**src/rtl/crc_serial_tx_pkg.sv**
```systemverilog
// ---------------------------------------------------------------------------
// crc_serial_tx_pkg
//   Shared definitions for the serial CRC framer and its companion receiver /
//   checker: FSM state encoding, default frame geometry, default generator
//   polynomial and seed, and a helper that sizes the bit counter.
// ---------------------------------------------------------------------------
package crc_serial_tx_pkg;

    typedef enum logic [1:0] {
        ST_IDLE = 2'd0,
        ST_DATA = 2'd1,
        ST_CRC  = 2'd2
    } state_e;

    localparam int         DEF_DATA_W   = 7;
    localparam int         DEF_CRC_W    = 3;
    // x^3 + x + 1 with the implicit x^3 term dropped
    localparam logic [2:0] DEF_POLY     = 3'b011;
    localparam logic [2:0] DEF_CRC_INIT = 3'b000;

    // Counter must hold DATA_W-1 and CRC_W-1; never narrower than one bit.
    function automatic int cnt_width(input int data_w, input int crc_w);
        int m;
        m = (data_w > crc_w) ? data_w : crc_w;
        return (m > 1) ? $clog2(m) : 1;
    endfunction

endpackage

```
**src/rtl/crc_serial_tx_lfsr_step.sv**
```systemverilog
// ---------------------------------------------------------------------------
// crc_serial_tx_lfsr_step
//   Combinational single-bit CRC LFSR update (Galois form). Shared between
//   the serial transmitter and a serial receiver.
//   Ports:
//     crc_i  [CRC_W-1:0]  current LFSR contents
//     bit_i               next message bit, MSB first
//     crc_o  [CRC_W-1:0]  LFSR contents after absorbing bit_i
//   CRC_W must be at least 2.
// ---------------------------------------------------------------------------
module crc_serial_tx_lfsr_step #(
    parameter int               CRC_W = 3,
    parameter logic [CRC_W-1:0] POLY  = 3'b011
) (
    input  logic [CRC_W-1:0] crc_i,
    input  logic             bit_i,
    output logic [CRC_W-1:0] crc_o
);

    logic fb;

    // Feedback is the bit leaving the top of the register XOR the new input;
    // it decides whether the polynomial is subtracted this step.
    assign fb    = crc_i[CRC_W-1] ^ bit_i;
    assign crc_o = {crc_i[CRC_W-2:0], 1'b0} ^ (fb ? POLY : '0);

endmodule

```
**src/rtl/crc_serial_tx.sv**
```systemverilog
// ---------------------------------------------------------------------------
// crc_serial_tx
//   Serial CRC framer. Takes a parallel word over valid/ready, then shifts
//   out DATA_W payload bits MSB first followed by CRC_W CRC bits MSB first,
//   honouring downstream backpressure. The CRC is the remainder of
//   data * x^CRC_W modulo the generator, so an unmodified frame gives a zero
//   syndrome at the checker.
//   Ports:
//     clk, rst_n             clock (rising edge), async active-low reset
//     data_in/valid/ready    upstream word handshake (ready only in IDLE)
//     tx_bit/valid/ready     downstream serial bit handshake
//     tx_sof / tx_eof        first payload bit / last CRC bit markers
//     crc_out                CRC of last completed frame, held
//     frame_done             one-cycle pulse after the last CRC bit transfers
// ---------------------------------------------------------------------------
module crc_serial_tx
    import crc_serial_tx_pkg::*;
#(
    parameter int               DATA_W   = DEF_DATA_W,
    parameter int               CRC_W    = DEF_CRC_W,
    parameter logic [CRC_W-1:0] POLY     = DEF_POLY,
    parameter logic [CRC_W-1:0] CRC_INIT = DEF_CRC_INIT
) (
    input  logic              clk,
    input  logic              rst_n,
    input  logic [DATA_W-1:0] data_in,
    input  logic              data_valid,
    output logic              data_ready,
    output logic              tx_bit,
    output logic              tx_valid,
    input  logic              tx_ready,
    output logic              tx_sof,
    output logic              tx_eof,
    output logic [CRC_W-1:0]  crc_out,
    output logic              frame_done
);

    localparam int               CNT_W     = cnt_width(DATA_W, CRC_W);
    localparam logic [CNT_W-1:0] DATA_LAST = CNT_W'(DATA_W - 1);
    localparam logic [CNT_W-1:0] CRC_LAST  = CNT_W'(CRC_W - 1);

    state_e              state_q, state_d;
    logic [DATA_W-1:0]   shift_q, shift_d;
    logic [CRC_W-1:0]    crc_q, crc_d;
    logic [CRC_W-1:0]    crc_cap_q, crc_cap_d;
    logic [CRC_W-1:0]    crc_out_q, crc_out_d;
    logic [CNT_W-1:0]    cnt_q, cnt_d;
    logic [CRC_W-1:0]    crc_step;
    logic                done_d;
    logic                ready_d, valid_d, bit_d, sof_d, eof_d;
    logic                ready_q, valid_q, bit_q, sof_q, eof_q, done_q;

    crc_serial_tx_lfsr_step #(
        .CRC_W (CRC_W),
        .POLY  (POLY)
    ) u_step (
        .crc_i (crc_q),
        .bit_i (shift_q[DATA_W-1]),
        .crc_o (crc_step)
    );

    always_comb begin
        state_d   = state_q;
        shift_d   = shift_q;
        crc_d     = crc_q;
        crc_cap_d = crc_cap_q;
        crc_out_d = crc_out_q;
        cnt_d     = cnt_q;
        done_d    = 1'b0;
        case (state_q)
            ST_IDLE: begin
                if (data_valid) begin
                    shift_d = data_in;
                    crc_d   = CRC_INIT;
                    cnt_d   = DATA_LAST;
                    state_d = ST_DATA;
                end
            end
            ST_DATA: begin
                // tx_valid is always high here, so tx_ready alone means a transfer
                if (tx_ready) begin
                    crc_d   = crc_step;
                    shift_d = {shift_q[DATA_W-2:0], 1'b0};
                    if (cnt_q == '0) begin
                        // Final remainder is known now; keep a copy because the
                        // LFSR itself is consumed while the CRC bits shift out.
                        crc_cap_d = crc_step;
                        cnt_d     = CRC_LAST;
                        state_d   = ST_CRC;
                    end else begin
                        cnt_d = cnt_q - CNT_W'(1);
                    end
                end
            end
            ST_CRC: begin
                if (tx_ready) begin
                    crc_d = {crc_q[CRC_W-2:0], 1'b0};
                    if (cnt_q == '0) begin
                        crc_out_d = crc_cap_q;
                        done_d    = 1'b1;
                        state_d   = ST_IDLE;
                    end else begin
                        cnt_d = cnt_q - CNT_W'(1);
                    end
                end
            end
            default: state_d = ST_IDLE;
        endcase

        // Outputs are registered from next-state so they hold during stalls.
        ready_d = (state_d == ST_IDLE);
        valid_d = (state_d != ST_IDLE);
        sof_d   = (state_d == ST_DATA) && (cnt_d == DATA_LAST);
        eof_d   = (state_d == ST_CRC)  && (cnt_d == '0);
        if (state_d == ST_DATA)     bit_d = shift_d[DATA_W-1];
        else if (state_d == ST_CRC) bit_d = crc_d[CRC_W-1];
        else                        bit_d = 1'b0;
    end

    always_ff @(posedge clk or negedge rst_n) begin
        if (!rst_n) begin
            state_q   <= ST_IDLE;
            shift_q   <= '0;
            crc_q     <= '0;
            crc_cap_q <= '0;
            crc_out_q <= '0;
            cnt_q     <= '0;
            ready_q   <= 1'b1;
            valid_q   <= 1'b0;
            bit_q     <= 1'b0;
            sof_q     <= 1'b0;
            eof_q     <= 1'b0;
            done_q    <= 1'b0;
        end else begin
            state_q   <= state_d;
            shift_q   <= shift_d;
            crc_q     <= crc_d;
            crc_cap_q <= crc_cap_d;
            crc_out_q <= crc_out_d;
            cnt_q     <= cnt_d;
            ready_q   <= ready_d;
            valid_q   <= valid_d;
            bit_q     <= bit_d;
            sof_q     <= sof_d;
            eof_q     <= eof_d;
            done_q    <= done_d;
        end
    end

    assign data_ready = ready_q;
    assign tx_valid   = valid_q;
    assign tx_bit     = bit_q;
    assign tx_sof     = sof_q;
    assign tx_eof     = eof_q;
    assign crc_out    = crc_out_q;
    assign frame_done = done_q;

endmodule

```
**config.mk**
```make
export PLATFORM = sky130hd
export DESIGN_NAME = crc_serial_tx
export DESIGN_NICKNAME = d
export VERILOG_FILES = /design/src/rtl/crc_serial_tx_pkg.sv /design/src/rtl/crc_serial_tx_lfsr_step.sv /design/src/rtl/crc_serial_tx.sv
export SDC_FILE = /design/constraint.sdc
export NUM_CORES = 1
export LEC_CHECK = 0
export ABC_AREA = 1
export ABC_CLOCK_PERIOD_IN_PS = 4000
export BUFFER_PORTS_ARGS = -buffer_cell sky130_fd_sc_hd__buf_2
export CAP_MARGIN = 20
export CORE_UTILIZATION = 35
export CTS_BUF_LIST = sky130_fd_sc_hd__clkbuf_8
export CTS_CLUSTER_SIZE = 40
export DETAILED_ROUTE_END_ITERATION = 12
export PLACE_DENSITY = 0.56
export SYNTH_ARGS = -nofsm -noshare
export SYNTH_HDL_FRONTEND = slang
export SYNTH_HIERARCHICAL = 1
export SYNTH_SLANG_ARGS = --single-unit
```
**constraint.sdc**
```tcl
create_clock -name clk -period 4 [get_ports clk]
set_clock_uncertainty 0.1 [all_clocks]
set_input_delay 1.2 -clock clk [delete_from_list [all_inputs] [get_ports clk]]
set_output_delay 1.2 -clock clk [all_outputs]
set_load 0.1 [all_outputs]
```
## After elaboration in Yosys (flattened, before gate mapping)

Index checks and enable logic that the tools add are counted.

- Output and inout port bits: 9
- Word-level logic and storage cells: 63
- Register bits: 27
- Bits of input ports: 11

- Add/sub/neg operators: 1
- Eq/ne operators: 8
- Muxes and demuxes: 25
- Reductions and logical operators: 13
- Bitwise operators: 2

Operators by type and width:

| kind | count |
|---|---|
| two-way mux 3 bit | 8 |
| case mux 3 bit (3 select lines) | 2 |
| two-way mux 7 bit | 2 |
| case mux 7 bit (2 select lines) | 1 |
| two-way mux 2 bit | 6 |
| AND reduction 3 bit | 3 |
| zero test 3 bit | 2 |
| != test 2 bit (second input constant) | 3 |
| case mux 2 bit (3 select lines) | 1 |
| two-way mux 1 bit | 5 |
| equality test 2 x 1 -> 1 bit (second input constant) | 2 |
| equality test 2 bit (second input constant) | 2 |
| zero test 2 bit | 2 |
| AND reduction 4 bit | 1 |
| nonzero test 2 bit | 2 |
| equality test 3 bit (second input constant) | 1 |
| nonzero test 3 bit | 1 |
| subtractor 3 x 1 -> 3 bit (second input constant) | 1 |
| bitwise XOR 3 bit | 1 |
| logical AND 1 bit | 2 |
| bitwise XOR 1 bit | 1 |

## Longest topological paths before layout

Gate-level depths: netlist (run 1).

- Depth in word-level cells: 7
- Depth in mapped cells: 11
- Depth with buffers taken out: 11

## Modules after synthesis

The synthesis (run 1) kept the hierarchy.

Modules (own cells, without submodules):

| module | sequential area each (µm²) | cells an instance | times used | area each (µm²) |
|---|---|---|---|---|
| crc_serial_tx | 676.9 | 151 | 1 | 1,340.0 |
| crc_serial_tx_lfsr_step | 0.0 | 13 | 1 | 58.8 |

## Least setup slack after synthesis (run 1)

OpenSTA, ideal clock, no wires.

- Kind: flip-flop to output port
- Start: register crc_out_q[0], in the netlist crc_out[0]
- End: output crc_out[0]
- Setup slack: 1,803 ps
- Stages on the path, launching flop included: 1
- Arrival: 897 ps
- Data required time: 2,700 ps
- Buffers on the path: 0
- Path through: dfrtp_1

RTL lines:

| item | line | RTL |
|---|---|---|
| from (decl) | crc_serial_tx.sv:46 | `logic [CRC_W-1:0] crc_out_q, crc_out_d;` |
| from (signal assigned) | crc_serial_tx.sv:139 | `crc_out_q <= crc_out_d;` |
| to (decl) | crc_serial_tx.sv:34 | `output logic [CRC_W-1:0] crc_out,` |

No word-level cell between the ends.

## Worst setup path after layout (run 1)

- Start: register ready_q, in the netlist data_ready
- End: output data_ready

RTL lines:

| item | line | RTL |
|---|---|---|
| from (decl) | crc_serial_tx.sv:51 | `logic ready_q, valid_q, bit_q, sof_q, eof_q, done_q;` |
| from (signal assigned) | crc_serial_tx.sv:141 | `ready_q <= ready_d;` |
| to (decl) | crc_serial_tx.sv:28 | `output logic data_ready,` |

No word-level cell between the ends.

==> results of run 1 <==
-- placed cells by master (no fill, tap or decap), drive strengths merged --
master  netlist  layout
buf           3      19
a21oi         4       4
dfrtp        26      26
clkbuf        0       3
o21ai         8       8
nor3          1       1
nor2         11      11
nand3b        1       1
nand3        17      17
a22o          1       1
clkinv        1       1
a22oi         5       5
dfstp         1       1
inv          20      21
nand2        62      62
ha            3       3
-- cell families after synthesis --
| family | synth area share |
|---|---|
| AND/OR/NAND/NOR | 0.326 |
| flip-flops | 0.484 |
| AO/OA/AOI/OAI | 0.0895 |
| adder cells (fa/ha/maj) | 0.0268 |
| buffers and inverters | 0.0742 |
-- layer usage --
layer | vias to the layer above | share of wire | GRT usage
met3 | 2 | 0.049 | 0.0365
met4 | 0 | 0.0071 | 0.0326
met2 | 28 | 0.49 | 0.253
li1 | 557 | - | -
met5 | - | 0 | 0
met1 | 512 | 0.45 | 0.172
-- cell type report --
cell class                      instances  area, sq um
Fill cell                             391         2170
Timing Repair Buffer                   19         95.1
Inverter                               21         81.3
Clock inverter                          1         3.75
Clock buffer                            3         41.3
Sequential cell                        27          677
Multi-Input combinational cell        113          618
Tap cell                               48         60.1
-- metrics by stage --
step / std cells / instance area, sq um / hold slack, ns / setup WS, ns
2_1_floorplan: 164 / 1400 / 0.349 / 1.80
3_3_place_gp: 228 / 1530 / 0.368 / 1.66
3_5_place_dp: 228 / 1530 / 0.374 / 1.58
4_1_cts: 232 / 1580 / 0.398 / 1.48
5_1_grt: 232 / 1580 / 0.422 / 1.46
6_report: 232 / 1580 / 0.393 / 1.50
-- report_power, final --
| part | leakage [nW] | total, mW | internal [mW] | switching, mW |
|---|---|---|---|---|
| Combinational | 0.480 | 0.788 | 0.200 | 0.588 |
| Clock | 0.0269 | 0.150 | 0.0687 | 0.0815 |
| Sequential | 0.338 | 0.456 | 0.390 | 0.0660 |
-- worst paths after layout --
check / start / end / slack, ns
min: shift_q[5] / shift_q[5] / 0.39
max reg2reg: cnt_q[1] / tx_eof / 2.15
max: data_ready / data_ready / 1.50
max in group asynchronous: rst_n / tx_valid / 2.57
min in group asynchronous: rst_n / crc_cap_q[1] / 0.83
min reg2reg: shift_q[5] / shift_q[5] / 0.39
-- sequential cells by signal, indices dropped and copies added (netlist names) --
register,count
crc_q,3
tx_valid,1
data_ready,1
state_q,2
crc_cap_q,3
cnt_q,3
tx_eof,1
crc_out,3
tx_bit,1
shift_q,7
tx_sof,1
frame_done,1
==> flow_metrics.tcl, run 1 <==
set metrics [dict create \
    fmaxAchievable_mhz 400 \
    num_antenna_cells 0 \
    cpPeakStageDelay_ns 0.52 \
    slew_viol_final 0 \
    tns_ns 0 \
    cpMaxStageDelayCell "dfstp_2" \
    area_growth_pct 12.7 \
    synth-seq-area-share 0.484 \
    clk_latency_ns 0.27 \
    die-area_sq_um 4250 \
    numCtsBuffers 3 \
    port_buffers 19 \
    synth_ff_type "dfrtp_1" \
    peakVddDrop_v 0.000280 \
    fin_nets 199 \
    timing.slew.headroom 0.597 \
    total_power_mw 1.39 \
    criticalPathCategory "flop to output pin" \
    hold_buffers 0 \
    cts_tree "done" \
    path_max_fanout 1 \
    p_per_area_nw_per_um2 884 \
    cap_violations 0 \
    path_depth 1 \
    period_needed_ns 2.50 \
    final-hold-violation-count 0 \
    critPathLaunchType "flop" \
    syn_area_per_cell_sq_um 8.53 \
    first_pass_iters 4 \
    yosysMostFrequentCell "nand2_1" \
    critPathTopFamily "flip-flops" \
    grt_max_degree 28 \
    clock_path_buffers 2 \
    place_congestion 0.839 \
    ios 20 \
    drive_gt1_frac 0.250 \
    hpwlAfterDp_um 1970 \
    synthDistinctLibCells 25 \
    cts.htree.levels 1 \
    ctsResizeCount 0 \
    die_w_um 65.2 \
    grt_pass1_wl_um 4680 \
    avgViaCountPerCell 4.74 \
    grt.overflow.total 0 \
    cts_sinks 27 \
    antenna_found_initial 0 \
    hp-class "flop to flop" \
    tightest_slew_ns 0.605 \
    avgRoutedWirePerCell_um 11.6 \
    synthTopCellsByArea "dfrtp_1 47%, nand2_1 15%, nand3_1 5.4%" \
    ys_seq_elements 27 \
    worstPathCellList "buf_2" \
    endpoint_kind "output pin" \
    leakagePower_nw 0.845 \
    arrival_ns 1.20 \
    cts_setup_buffers 0 \
    grt_pass1_vias 1096 \
    synth-edff-count 0 \
    syn-cell-area_sq_um 1400 \
    die_h_um 65.2 \
    setup_violations 0 \
    routed_wl_um 2690 \
    status "finished clean" \
    ys_warn_count 6 \
    syn_inst 164 \
    async_flop_share 1.00 \
    synth_nets 178 \
    synth_common_cells "57 x nand2_1, 26 x dfrtp_1, 15 x nand3_1" \
    clockRootBuffer "clkbuf_8" \
    final_util 0.421 \
    critPathRequiredTime_ns 2.70 \
    rsz0062_at_grt "false" \
    yosysTopAreaCell "dfrtp_1" \
    reg2regPathDepth 10 \
    fp-row-count 22 \
    drc_errors 0 \
    holdPathStages 2 \
    num_vias 1099 \
    critPathBufInv 1 \
    path_clk_slew_ns 0.08 \
    drtAntennaViolNets 0 \
    core_area_sq_um 3740 \
    drt_iter0_drc 54 \
    track_usage 0.143 \
    yosys.area.top_type_share 0.465 \
    initial_utilization 0.374 \
    period_share 0.625 \
]
(Power assumes the default switching activity.)
==> inputs of run 2 (changes only) <==
--- a/config.mk
+++ b/config.mk
@@ -6,14 +6,14 @@
 export NUM_CORES = 1
 export LEC_CHECK = 0
 export ABC_AREA = 1
-export ABC_CLOCK_PERIOD_IN_PS = 4000
+export ABC_CLOCK_PERIOD_IN_PS = 2130
 export BUFFER_PORTS_ARGS = -buffer_cell sky130_fd_sc_hd__buf_2
 export CAP_MARGIN = 20
 export CORE_UTILIZATION = 35
 export CTS_BUF_LIST = sky130_fd_sc_hd__clkbuf_8
 export CTS_CLUSTER_SIZE = 40
 export DETAILED_ROUTE_END_ITERATION = 12
-export PLACE_DENSITY = 0.56
+export PLACE_DENSITY = 0.58
 export SYNTH_ARGS = -nofsm -noshare
 export SYNTH_HDL_FRONTEND = slang
 export SYNTH_HIERARCHICAL = 1
==> constraint.sdc (replaced) <==
create_clock -name clk -period 2.13 [get_ports clk]
set_clock_uncertainty 0.1 [all_clocks]
set_input_delay 0.639 -clock clk [delete_from_list [all_inputs] [get_ports clk]]
set_output_delay 0.639 -clock clk [all_outputs]
set_load 0.1 [all_outputs]
==> run 2 against run 1 <==
  * Wire length rose by 2.6%
  * Flip-flop and latch count did not move
  * Core utilization barely moved
  * Combinational power rose by 88%
  * Hold slack got worse by 0.13 ns
  * Final cell count did not move
  * Via count fell by 0.18%
  * Count of clock-buffer cells in the layout did not move
  * First-iteration DRC count rose by 7.4%
  * Highest routed layer unchanged
==> flow_metrics.tcl, run 2 (synthesis gave the netlist of run 1 again) <==
set metrics [dict create \
    status "finished clean" \
    switching_power_mw 1.39 \
    cts_tree "done" \
    fp-row-count 22 \
    slew_viol_final 0 \
    die-area_sq_um 4250 \
    port_buffers 19 \
    grt_pass1_vias 1088 \
    clk_latency_ns 0.27 \
    path_clk_slew_ns 0.09 \
    grt_pass1_wl_um 5000 \
    internal-power_mw 1.24 \
    drive_gt1_frac 0.255 \
    peakVddDrop_v 0.000664 \
    num_antenna_cells 0 \
    cp-startpoint "data_ready" \
    cts.htree.levels 1 \
    r2r_slack_ns 0.30 \
    p_clk_frac 0.111 \
    largest_reg_flops 7 \
    comb_power_share 0.563 \
    grt_max_degree 28 \
    clockRootBuffer "clkbuf_8" \
    clock_path_buffers 2 \
    dp.cells 228 \
    initial_utilization 0.374 \
    cap_violations 0 \
    worstPathCellList "buf_2" \
    regMostFlops "shift_q" \
    mostFrequentLayoutCell "nand2_1" \
    ctsResizeCount 0 \
    endpoint_kind "output pin" \
    critPathBufInv 1 \
    critPathTopFamily "flip-flops" \
    p_per_area_nw_per_um2 1670 \
    arrival_ns 1.21 \
    tns_ns 0 \
    fin_cells 232 \
    period_share 0.915 \
    fin_nets 199 \
    tightest_slew_ns 0.603 \
    cpMaxStageDelayCell "dfstp_2" \
    numCtsBuffers 3 \
    reg2regPathDepth 10 \
    drtAntennaViolNets 0 \
    setup_violations 0 \
    fillers 417 \
    avgRoutedWirePerCell_um 11.9 \
    hp-class "input pin to async pin" \
    routed_wl_um 2760 \
    hold_buffers 0 \
    fmaxAchievable_mhz 513 \
    cpPeakStageDelay_ns 0.52 \
    place_congestion 0.816 \
    die_h_um 65.2 \
    die_w_um 65.2 \
    antenna_found_initial 0 \
    timing.rr.end "tx_sof" \
    track_usage 0.156 \
    p_sw_frac 0.529 \
    period_needed_ns 1.95 \
    final_cell_mix "57 x nand2_1, 26 x dfrtp_1, 19 x buf_2" \
    ios 20 \
    avgViaCountPerCell 4.73 \
    timing.slew.headroom 0.598 \
    path_max_fanout 1 \
    final-hold-violation-count 0 \
    drt_iter0_drc 58 \
    core_area_sq_um 3740 \
    grt.overflow.total 0 \
    seq_power_share 0.326 \
    leakagePower_nw 0.843 \
    drc_errors 0 \
    rsz0062_at_grt "false" \
    critPathLaunchType "flop" \
    critPathRequiredTime_ns 1.39 \
    hpwlAfterDp_um 2070 \
    criticalPathCategory "flop to output pin" \
    first_pass_iters 4 \
    num_vias 1097 \
    cts_sinks 27 \
    r2r_start "cnt_q[1]" \
    area_growth_pct 12.8 \
    cts_setup_buffers 0 \
]
==> run 2: changes by cell type in the layout (fill, tap and decap cells not counted) <==
| cell | before | now |
|---|---|---|
| clkinv_2 | 0 | 1 |
| inv_1 | 14 | 13 |
==> run 2: cell type report <==
cell class / count / area [sq um] / area share
Inverter: 21 / 81.3 / 0.0515
Multi-Input combinational cell: 113 / 618 / 0.392
Tap cell: 48 / 60.1 / 0.0381
Timing Repair Buffer: 19 / 95.1 / 0.0603
Sequential cell: 27 / 677 / 0.429
Clock buffer: 3 / 41.3 / 0.0262
Clock inverter: 1 / 5.00 / 0.00317
==> run 2: worst max path at each step <==
stage,endpoint,depth (start not counted)
floorplan,tx_eof,10
global placement,tx_eof,7
detailed placement,tx_eof,7
CTS,data_ready,1
global route,tx_sof,10
finish,data_ready,1
==> run 2: stage by stage <==
step                       util  worst slack, ns  power (mW)  cell area, sq um  hold slack, ns
after floorplan               -            0.479        2.10              1400           0.243
after global placement    0.409            0.259        2.32              1530           0.366
after detailed placement  0.409            0.251        2.35              1530           0.366
after CTS                 0.421            0.170        2.66              1580           0.284
after global routing      0.421           0.0703        2.88              1580           0.302
final                     0.421            0.181        2.63              1580           0.262
==> run 2: metal layers <==
| layer | part of all wire | routed length [um] | GRT usage | vias to the layer above |
|---|---|---|---|---|
| met5 | 0 | 0 | 0 | - |
| met4 | 0.0076 | 21 | 0.0326 | 0 |
| met3 | 0.044 | 121 | 0.0434 | 4 |
| met2 | 0.49 | 1350 | 0.263 | 18 |
| met1 | 0.46 | 1260 | 0.198 | 512 |
| li1 | - | - | - | 563 |
==> run 2: power by group through the flow <==
stage / Sequential (mW) / Clock, mW / Combinational (mW)
6_report: 0.858 / 0.292 / 1.48
5_1_grt: 0.893 / 0.321 / 1.66
4_1_cts: 0.859 / 0.303 / 1.50
3_5_place_dp: 0.866 / 0 / 1.49
3_3_place_gp: 0.857 / 0 / 1.46
2_1_floorplan: 1.28 / 0 / 0.817
==> inputs of run 3 (changes only) <==
--- a/config.mk
+++ b/config.mk
@@ -6,14 +6,15 @@
 export NUM_CORES = 1
 export LEC_CHECK = 0
 export ABC_AREA = 1
-export ABC_CLOCK_PERIOD_IN_PS = 2130
+export ABC_CLOCK_PERIOD_IN_PS = 2100
 export BUFFER_PORTS_ARGS = -buffer_cell sky130_fd_sc_hd__buf_2
 export CAP_MARGIN = 20
-export CORE_UTILIZATION = 35
+export CORE_UTILIZATION = 58
 export CTS_BUF_LIST = sky130_fd_sc_hd__clkbuf_8
 export CTS_CLUSTER_SIZE = 40
 export DETAILED_ROUTE_END_ITERATION = 12
-export PLACE_DENSITY = 0.58
+export PLACE_DENSITY = 0.84
+export SLEW_MARGIN = 20
 export SYNTH_ARGS = -nofsm -noshare
 export SYNTH_HDL_FRONTEND = slang
 export SYNTH_HIERARCHICAL = 1
==> constraint.sdc (replaced) <==
create_clock -name clk -period 2.1 [get_ports clk]
set_clock_uncertainty 0.1 [all_clocks]
set_input_delay 0.63 -clock clk [delete_from_list [all_inputs] [get_ports clk]]
set_output_delay 0.63 -clock clk [all_outputs]
set_load 0.1 [all_outputs]
==> run 3 against run 2 <==
  * Critical path depth rose by 9
  * Wire length increased by 2.2%
  * Combinational power grew 3%
  * Sequential share of layout area increased by 0.73 points
  * Worst setup slack worse by 0.044 ns
  * First-iteration DRC count is 38% lower
  * Largest cell class unchanged
  * Final area fell by 1.7%
  * Die area fell by 39%
  * Count of clock-buffer cells in the layout unchanged
  * Clock power is 3% lower
  * Flip-flop and latch count stayed put
==> flow_metrics.tcl, run 3 (synthesis gave the netlist of run 1 again) <==
set metrics [dict create \
    path_depth 10 \
    ios 20 \
    drive_gt1_frac 0.250 \
    core_area_sq_um 2230 \
    tightest_slew_ns 0.569 \
    peakVddDrop_v 0.00124 \
    place_congestion 0.845 \
    fp-row-count 17 \
    numCtsBuffers 3 \
    cpPeakStageDelay_ns 0.38 \
    grt_max_degree 28 \
    grt_busiest_layer "met2" \
    path_max_fanout 9 \
    clk_latency_ns 0.27 \
    clockRootBuffer "clkbuf_8" \
    ctsResizeCount 0 \
    timing.slew.headroom 0.621 \
    leakagePower_nw 0.845 \
    clock_path_buffers 2 \
    cap_violations 0 \
    hp-class "input pin to async pin" \
    critPathTopFamily "simple AND/OR/NAND/NOR gates" \
    critPathBufInv 1 \
    port_buffers 19 \
    critPathLaunchType "flop" \
    die-area_sq_um 2610 \
    avgViaCountPerCell 5.43 \
    cts_tree "done" \
    worstPathCellList "inv_1 -> ha_1 -> nand2_4 -> ha_1 -> nand2_1 -> nand3_1 -> nand2_1 -> nor2_2 -> nand3_1 -> nor2_1" \
    slew_viol_final 0 \
    met3_usage 0.0595 \
    avgRoutedWirePerCell_um 13.3 \
    die_w_um 51.1 \
    grt_pass1_wl_um 4840 \
    grt.overflow.total 0 \
    track_usage 0.253 \
    cpMaxStageDelayCell "dfrtp_1" \
    regMostFlops "shift_q" \
    drc_errors 0 \
    die_h_um 51.1 \
    critPathRequiredTime_ns 2.19 \
    num_vias 1152 \
    grt_util_met1 0.326 \
    initial_utilization 0.626 \
    reg2regPathDepth 10 \
    tns_ns 0 \
    cts_setup_buffers 0 \
    fmaxAchievable_mhz 509 \
    path_clk_slew_ns 0.09 \
    hold_buffers 0 \
    num_antenna_cells 0 \
    final-hold-violation-count 0 \
    cts_sinks 27 \
    grtUsageMet2 0.428 \
    status "finished clean" \
    final_cell_mix "57 x nand2_1, 26 x dfrtp_1, 19 x buf_2" \
    total_power_mw 2.68 \
    drt_iter0_drc 36 \
    antenna_found_initial 0 \
    rsz0062_at_grt "false" \
    period_share 0.935 \
    largest_reg_flops 7 \
    drtAntennaViolNets 0 \
    area_growth_pct 10.9 \
    hpwlAfterDp_um 2070 \
    routed_wl_um 2820 \
    grt_pass1_vias 1131 \
    endpoint_kind "flop" \
    criticalPathCategory "flop to flop" \
    first_pass_iters 4 \
    mostFrequentLayoutCell "nand2_1" \
    fin_nets 199 \
    setup_violations 0 \
    cts.htree.levels 1 \
    period_needed_ns 1.96 \
    final_util 0.695 \
    arrival_ns 2.05 \
    p_per_area_nw_per_um2 1730 \
    fillers 179 \
]
[run 3: changes by cell type in the layout (fill, tap and decap cells not counted)]
cell | before | now
inv_1 | 13 | 14
clkinv_2 | 1 | 0
[run 3: per-layer routing]
layer | vias to the layer above | wire length (um) | part of all wire
li1 | 561 | - | -
met1 | 545 | 1200 | 0.42
met2 | 40 | 1430 | 0.51
met3 | 6 | 154 | 0.055
met4 | 0 | 41 | 0.015
met5 | - | 0 | 0
[run 3: worst paths after layout]
kind / slack, ns / end / from
max in group asynchronous: 1.27 / data_ready / rst_n
worst max-delay path: 0.14 / tx_eof / cnt_q[0]
worst min register to register: 0.39 / shift_q[5] / shift_q[5]
worst max register to register: 0.14 / tx_eof / cnt_q[0]
min in group clk: 0.39 / shift_q[5] / shift_q[5]
worst min-delay path: 0.24 / crc_out[0] / rst_n
[run 3: where the power goes]
group	leakage, nW	internal [mW]	switching, mW	total, mW
clock network	0.0269	0.131	0.152	0.283
registers	0.338	0.743	0.134	0.876
logic	0.480	0.384	1.14	1.52
[run 3: layout make-up]
class | instances | area (sq um) | area share
sequential | 27 | 677 | 0.436
clock inverter | 1 | 3.75 | 0.00242
multi-input combinational | 113 | 618 | 0.398
timing repair buffer | 19 | 95.1 | 0.0613
clock buffer | 3 | 41.3 | 0.0266
tap | 28 | 35.0 | 0.0226
inverter | 21 | 81.3 | 0.0524
[run 3: worst reg2reg max path, stage by stage, from the launching register on]
cell and delay [ns]:
dfrtp_1 0.38, inv_1 0.16, ha_1 0.22, nand2_4 0.11
ha_1 0.29, nand2_1 0.05, nand3_1 0.08, nand2_1 0.07
nor2_2 0.15, nand3_1 0.12, nor2_1 0.15
[run 3: metrics by stage]
step | hold slack (ns) | cells | instance area (sq um) | setup WS [ns]
6_report | 0.241 | 212 | 1550 | 0.137
5_1_grt | 0.289 | 212 | 1550 | 0.0378
4_1_cts | 0.273 | 212 | 1550 | 0.162
3_5_place_dp | 0.372 | 208 | 1510 | 0.262
3_3_place_gp | 0.362 | 208 | 1510 | 0.292
2_1_floorplan | 0.234 | 164 | 1400 | 0.449
